--- src/rtl/fetch_stage.sv ---
// ============================================================================
// fetch_stage -- instruction-fetch stage of the CPU pipeline
// ----------------------------------------------------------------------------
// Holds the program counter and drives a synchronous-read instruction memory.
// The word returned by the memory always belongs to the registered PC, so the
// decode outputs are plain slices of imem_rdata qualified by valid_q. Jumps
// resolved in execute redirect the PC and squash the wrong-path instruction
// currently in decode (one bubble). A stall from the hazard logic holds the
// PC, which re-reads the same word and keeps every id_* output stable.
//
// Optional feature (macro FETCH_PERF_EN):
//   defined   -> perf_fetch / perf_flush are saturating 32-bit counters
//   undefined -> both ports are tied to zero, no counter logic is built
//
// Parameters:
//   AW        PC / instruction-memory word-address width
//   RESET_PC  PC value loaded on reset
//
// Ports:
//   clk          in   clock, all state on the rising edge
//   rst          in   asynchronous active-low reset
//   stall        in   hold PC and decode outputs
//   ex_valid     in   execute stage holds a real instruction
//   ex_wpc       in   execute instruction is a jump
//   ex_jmpF      in   jump condition (00 always, 01 zero, 10 not zero, 11 neg)
//   ex_zero      in   ALU zero flag of the execute instruction
//   ex_neg       in   ALU negative flag of the execute instruction
//   ex_target    in   jump target word address
//   imem_addr    out  instruction-memory read address (next PC)
//   imem_rdata   in   memory data for the address of the previous cycle
//   id_valid     out  decode outputs hold a real instruction
//   id_pc        out  address of the presented instruction
//   id_op        out  instruction bits [31:30]
//   id_inst      out  instruction bits [29:28]
//   id_immin     out  instruction bit  [27]
//   id_rd        out  instruction bits [26:23]
//   id_rs1       out  instruction bits [22:19]
//   id_rs2       out  instruction bits [18:15]
//   id_imm       out  instruction bits [14:0]
//   redirect     out  taken jump this cycle
//   perf_fetch   out  count of instructions accepted by decode
//   perf_flush   out  count of redirects
// ============================================================================
module fetch_stage #(
  parameter int            AW       = 10,
  parameter logic [AW-1:0] RESET_PC = '0
) (
  input  logic          clk,
  input  logic          rst,
  input  logic          stall,
  input  logic          ex_valid,
  input  logic          ex_wpc,
  input  logic [1:0]    ex_jmpF,
  input  logic          ex_zero,
  input  logic          ex_neg,
  input  logic [AW-1:0] ex_target,
  output logic [AW-1:0] imem_addr,
  input  logic [31:0]   imem_rdata,
  output logic          id_valid,
  output logic [AW-1:0] id_pc,
  output logic [1:0]    id_op,
  output logic [1:0]    id_inst,
  output logic          id_immin,
  output logic [3:0]    id_rd,
  output logic [3:0]    id_rs1,
  output logic [3:0]    id_rs2,
  output logic [14:0]   id_imm,
  output logic          redirect,
  output logic [31:0]   perf_fetch,
  output logic [31:0]   perf_flush
);

  // Jump-condition encoding shared with the control unit's jmpF field.
  typedef enum logic [1:0] {
    JMP_ALWAYS = 2'b00,
    JMP_ZERO   = 2'b01,
    JMP_NZERO  = 2'b10,
    JMP_NEG    = 2'b11
  } jmp_cond_e;

  logic [AW-1:0] pc_q;
  logic [AW-1:0] pc_d;
  logic          valid_q;
  logic          cond;
  logic          taken;

  // --------------------------------------------------------------------------
  // Jump resolution
  // --------------------------------------------------------------------------
  // NOTE: every signal written in an always_comb gets a default first, so no
  // path through the block can leave it unassigned and infer a latch.
  always_comb begin
    cond = 1'b0;
    case (jmp_cond_e'(ex_jmpF))
      JMP_ALWAYS: cond = 1'b1;
      JMP_ZERO:   cond = ex_zero;
      JMP_NZERO:  cond = ~ex_zero;
      JMP_NEG:    cond = ex_neg;
      default:    cond = 1'b0;
    endcase
  end

  assign taken    = ex_valid & ex_wpc & cond;
  assign redirect = taken;

  // --------------------------------------------------------------------------
  // Next-PC selection
  // --------------------------------------------------------------------------
  // Until the first edge after reset (valid_q = 0) the PC holds at RESET_PC
  // and that address is presented to the memory, so the RESET_PC word is
  // already in imem_rdata when valid_q rises. After that the invariant is:
  // imem_rdata is always the word at pc_q.
  always_comb begin
    pc_d = pc_q;
    if (!valid_q) begin
      pc_d = RESET_PC;
    end else if (taken) begin
      pc_d = ex_target;
    end else if (!stall) begin
      pc_d = pc_q + AW'(1);  // wraps modulo 2^AW
    end
  end

  assign imem_addr = pc_d;

  // --------------------------------------------------------------------------
  // State
  // --------------------------------------------------------------------------
  // NOTE: sequential state uses non-blocking assignments so every register
  // samples its inputs from before the edge, independent of statement order.
  always_ff @(posedge clk or negedge rst) begin
    if (!rst) begin
      pc_q    <= RESET_PC;
      valid_q <= 1'b0;
    end else begin
      pc_q    <= pc_d;
      valid_q <= 1'b1;
    end
  end

  // --------------------------------------------------------------------------
  // Decode outputs
  // --------------------------------------------------------------------------
  // A taken jump squashes whatever sits in decode: it is the wrong-path
  // instruction fetched behind the jump.
  assign id_valid = valid_q & ~taken;
  assign id_pc    = pc_q;
  assign id_op    = imem_rdata[31:30];
  assign id_inst  = imem_rdata[29:28];
  assign id_immin = imem_rdata[27];
  assign id_rd    = imem_rdata[26:23];
  assign id_rs1   = imem_rdata[22:19];
  assign id_rs2   = imem_rdata[18:15];
  assign id_imm   = imem_rdata[14:0];

  // --------------------------------------------------------------------------
  // Performance counters
  // --------------------------------------------------------------------------
`ifdef FETCH_PERF_EN
  logic [31:0] perf_fetch_q;
  logic [31:0] perf_flush_q;

  // An instruction counts as fetched on the edge where decode accepts it:
  // valid, not squashed and not held by a stall. Both counters saturate.
  always_ff @(posedge clk or negedge rst) begin
    if (!rst) begin
      perf_fetch_q <= '0;
      perf_flush_q <= '0;
    end else begin
      if (id_valid && !stall && !(&perf_fetch_q)) begin
        perf_fetch_q <= perf_fetch_q + 32'd1;
      end
      if (taken && !(&perf_flush_q)) begin
        perf_flush_q <= perf_flush_q + 32'd1;
      end
    end
  end

  assign perf_fetch = perf_fetch_q;
  assign perf_flush = perf_flush_q;
`else
  assign perf_fetch = '0;
  assign perf_flush = '0;
`endif

endmodule

--- config.mk ---
export PLATFORM = sky130hd
export DESIGN_NAME = fetch_stage
export DESIGN_NICKNAME = d
export VERILOG_FILES = /design/src/rtl/fetch_stage.sv
export SDC_FILE = /design/constraint.sdc
export NUM_CORES = 1
export LEC_CHECK = 0
export CORE_ASPECT_RATIO = 1.5
export CORE_MARGIN = 3
export CORE_UTILIZATION = 27
export DETAILED_ROUTE_END_ITERATION = 10
export GPL_TIMING_DRIVEN = 0
export PLACE_DENSITY = 0.82
export RECOVER_POWER = 50
export SYNTH_ARGS = -nofsm -noshare
export SYNTH_HDL_FRONTEND = slang
export SYNTH_SLANG_ARGS = --single-unit
--- constraint.sdc ---
create_clock -name clk -period 1.99 [get_ports clk]
set_input_delay 0.4975 -clock clk [delete_from_list [all_inputs] [get_ports clk]]
set_output_delay 0.4975 -clock clk [all_outputs]
set_load 0.005 [all_outputs]
### Yosys cells after proc, flatten, opt, wreduce, memory -nomap -nowiden

Cells that the tools add are included.

* bits in registers: 11
* input bits: 51
* output and inout port bits: 118

* $add $sub $neg: 1
* equal/unequal tests: 3
* muxes and demuxes: 4
* bitwise logic cells: 5
* reduce and logical (&&, ||, !) cells: 1

Operators by type and width (count)
* 10-bit two-way mux: 3
* 10-bit by 1-bit adder with 10-bit output, second input constant: 1
* 2-bit == test, second input constant: 2
* 1-bit one-hot mux with 4 select lines: 1
* 1-bit AND: 3
* 2-bit by 1-bit == test with 1-bit output, second input constant: 1
* 2-bit zero test: 1
* 1-bit NOT: 2

### Longest topological paths before layout

* depth in word-level cells: 5
* gate-level depth with buffers: 5
* depth with buffers taken out: 5

### Worst setup path after synthesis

OpenSTA, ideal clock, no wires.

* path type: input to output
* from: input ex_zero
* to: output imem_addr[4]
* arrival: 1.271 ns
* required time: 1.492 ns
* slack: 0.222 ns
* cell stages on the path: 5
* cells stage by stage: mux2i_1 > o211ai_2 > buf_4 > o31a_1 > a21oi_1

* cells in the longest elaborated chain, start to end: 5

Ends and longest elaborated chain
* start: declaration: line 54 `input logic ex_zero,`
* 1-bit NOT: line 97 `JMP_NZERO: cond = ~ex_zero;`
* 1-bit one-hot mux with 4 select lines *: line 94 `case (jmp_cond_e'(ex_jmpF))`
* 1-bit AND *: line 103 `assign taken = ex_valid & ex_wpc & cond;`
* 10-bit two-way mux *: line 117 `end else if (taken) begin`
* 10-bit two-way mux *: line 115 `if (!valid_q) begin`
* end: declaration: line 57 `output logic [AW-1:0] imem_addr,`

Mark *: on every way between the ends. The rest lies on a longest branch, timed or not.

### Worst setup path in the final report

* from: input ex_jmpF[0]
* to: output imem_addr[8]

* cells in the longest elaborated chain, start to end: 5

Ends and longest elaborated chain
* start: declaration: line 53 `input logic [1:0] ex_jmpF,`
* 2-bit == test, or another cell as far along: line 94
* 1-bit one-hot mux with 4 select lines *: line 94
* 1-bit AND *: line 103
* 10-bit two-way mux *: line 117
* 10-bit two-way mux *: line 115

Marked as above.

==> results.md <==
* Status: finished with violations
* Failing checks: negative setup slack
* # Max-Cap Violations at 0
* Min-delay src: valid_q
* Worst-path fanout max at 4
* Post-route DRC at 0
* Endpoint, Worst Hold: id_pc[0]
* First-pass iteration count of the detailed router at 4
* Clock slew at reported path FFs at about 0.050 ns
* Slew Limit Fails at 0
* Leakage at 1.51 nW
* Main area contributors after synthesis: buf_4, dfrtp_1, xnor2_1
* Initial DRC Count at 10
* Gpl congestion at 0.734
* Gr usage total at 0.133
* Syn Inst Count at 163
* Initial Util at 0.287
* Normalized max-slew margin at 0.599
* Via count at about 1400
* CP Data Required Time at 1.49 ns
* Commonest cells post-synth: buf_4, dfrtp_1, xnor2_1
* Total detailed-routing wirelength at 4410 microns
* H-Tree Depth at 1
* Critical path launch point type: input port
* FF+latch count, synth at 11
* Final Cell Area at 2690 sq um
* Die Ht at 95.0 microns
* Wire per inst at ~11 microns
* Syn_area_per_cell at 8.74 sq um
* Cts bufs inserted at 3
* # diodes at 0
* Cells on worst reg2reg path at 11
* Cell accounting for the most synthesized area: buf_4
* Crit. End Element: output pin
* Core area at 4960 sq um
* Slack of the critical path at -0.175 ns
* Largest net degree at the start of global routing at 12
* Critical path class: in -> out
* Std cell rows at 31
* Die width at about 65 microns
* Peak VDD IR at 0.288 mV
* CP arrival at 1.67 ns
* GR Overflow Total at 0
* Final setup skew at 0.00300 ns
* Clock Tree Root: clkbuf_8
* Clock Path Buffers at 2
* Worst r2r src: id_pc[0]
* Cell area after synthesis at between 1000 and 1500 sq um
* Synth warn at 0
* Power after layout at 0.960 mW
* Slew @ Worst Pin at roughly 0.6 ns
* Final nets at 377
* DRT antenna net count at 0
* Initial antenna violation count at 0
* Ys flop type: dfrtp_1
* Reg2reg end: id_pc[8]
* Cell Area, Placed at about 2500 sq um
* PD cells at 357 nW/um^2
* # setup viols final at 11
* CP Launch Point: ex_jmpF[0]
* Vias in the first global route at roughly 1300
* Clock Latency Late Sink at 0.24 ns
* Fmax at 0.462 GHz
* # IOs at 169
* Die area at 6200 sq um
* Fillers at 483
* Most frequent cell after synthesis: buf_4
* First-pass GRT wire length at 6240 microns
* Hold_buf cts at 0
* Placed cell count at 364
* DP Wirelength at approximately 3600 microns
* FF-to-FF setup slack at roughly 0.01 ns
* Seq/Total Area, Yosys at 0.193
* # clock sinks at 11
* Hold WC Path Type: reg -> reg
* CTS tree: done
* Ratio of cells with drive above 1 in the final layout at 0.485
* Post-synth EDFFs at 0
* Worst hold path depth at 1
* Asr flop ratio synth at 1.00
* Avg Vias per Cell at 3.57
* Cell Count, Final, Fillers Out at 390
* RSZ-0062 raised after global routing: true
* Synthesis-to-finish area growth at 88.9%
* Final Hold Viols at 0
* IO Port Bufs at 72
* Final min period at 2.17 ns
* Period utilization at 1.09
* Synth top area share at 0.516
* Synth unique cells at 27
## cell type report
class / count / area (sq um) / share of cell area
Buffer: 99 / 762 / 0.283
Timing Repair Buffer: 94 / 847 / 0.315
Multi-Input combinational cell: 112 / 664 / 0.247
Clock buffer: 4 / 45.0 / 0.0167
Tap cell: 66 / 82.6 / 0.0307
Sequential cell: 11 / 277 / 0.103
Inverter: 4 / 15.0 / 0.00558
## where the power goes
| group | switching, mW | internal, mW |
|---|---|---|
| logic | 0.162 | 0.310 |
| clock network | 0.0894 | 0.141 |
| registers | 0.0185 | 0.240 |
| total | 0.269 | 0.691 |
## worst max-delay path by stage
stage                         endpoint  slack (ns)  depth (start not counted)
after global routing      imem_addr[8]       -0.23                          9
after floorplan           imem_addr[4]        0.22                          5
after CTS                 imem_addr[8]       -0.17                          9
after detailed placement  imem_addr[6]       -0.89                          6
final                     imem_addr[8]       -0.18                          9
after global placement    imem_addr[8]       -0.85                          6
## registers in the layout (all words and copies together), names as in the netlist
| register | flops |
|---|---|
| valid_q | 1 |
| id_pc | 10 |
## what timing repair did
action,in CTS,in global routing
buffers inserted,20,1
endpoints found under the setup margin,12,12
pin swaps,6,3
gates cloned,1,0
resized for setup,90,5
## critical path, stage by stage
cell      delay [ns]
buf_8           0.10
and3_4          0.16
o211ai_4        0.25
buf_6           0.15
buf_6           0.09
buf_6           0.10
o21ai_2         0.06
a21oi_2         0.12
buf_2           0.13
## layout by cell type, fill, tap and decap left out, drive strengths merged, types with 2 or more instances in the layout
cell           Yosys  final
a21oi              6      6
buf               98    135
clkbuf             0      5
clkdlybuf4s50      0     40
conb               2     65
dfrtp             11     11
dlygate4sd2        0      2
dlygate4sd3        0     13
inv                4      4
mux2i              3      3
nand2              4      4
nor2               3      3
nor2b              2      2
o211a              3      3
o21ai              7      7
xnor2              7      7
## metal layers
layer | part of all wire | global-route usage | routed length, microns | vias up
li1 | - | - | - | 683
met2 | 0.51 | 0.250 | 2250 | 129
met5 | 0 | 0 | 0 | -
met1 | 0.33 | 0.130 | 1480 | 576
met4 | 0.012 | 0.0571 | 54 | 0
met3 | 0.14 | 0.0429 | 633 | 4
## through the flow
step	hold WS [ns]	utilization	worst slack (ns)	setup TNS, ns
after floorplan	0.202	-	0.222	0
after global placement	0.532	0.496	-0.853	-9.02
after detailed placement	0.540	0.496	-0.886	-9.28
after CTS	0.544	0.538	-0.171	-1.24
after global routing	0.569	0.542	-0.231	-1.95
final	0.547	0.542	-0.175	-1.23
## cells by family (layout without fill, tap and decap cells)
| logic type | count (synthesis) | count (layout) | synth area share |
|---|---|---|---|
| fa+ha+maj | 1 | 1 | 0.00878 |
| buf+inv | 103 | 201 | 0.540 |
| mux | 3 | 3 | 0.0211 |
| xor+xnor | 8 | 8 | 0.0492 |
| compound gates | 18 | 18 | 0.0843 |
| simple gates | 17 | 17 | 0.0983 |
| flops | 11 | 11 | 0.193 |
| other cells | 2 | 65 | 0.00527 |
(Power assumes the default switching activity.)
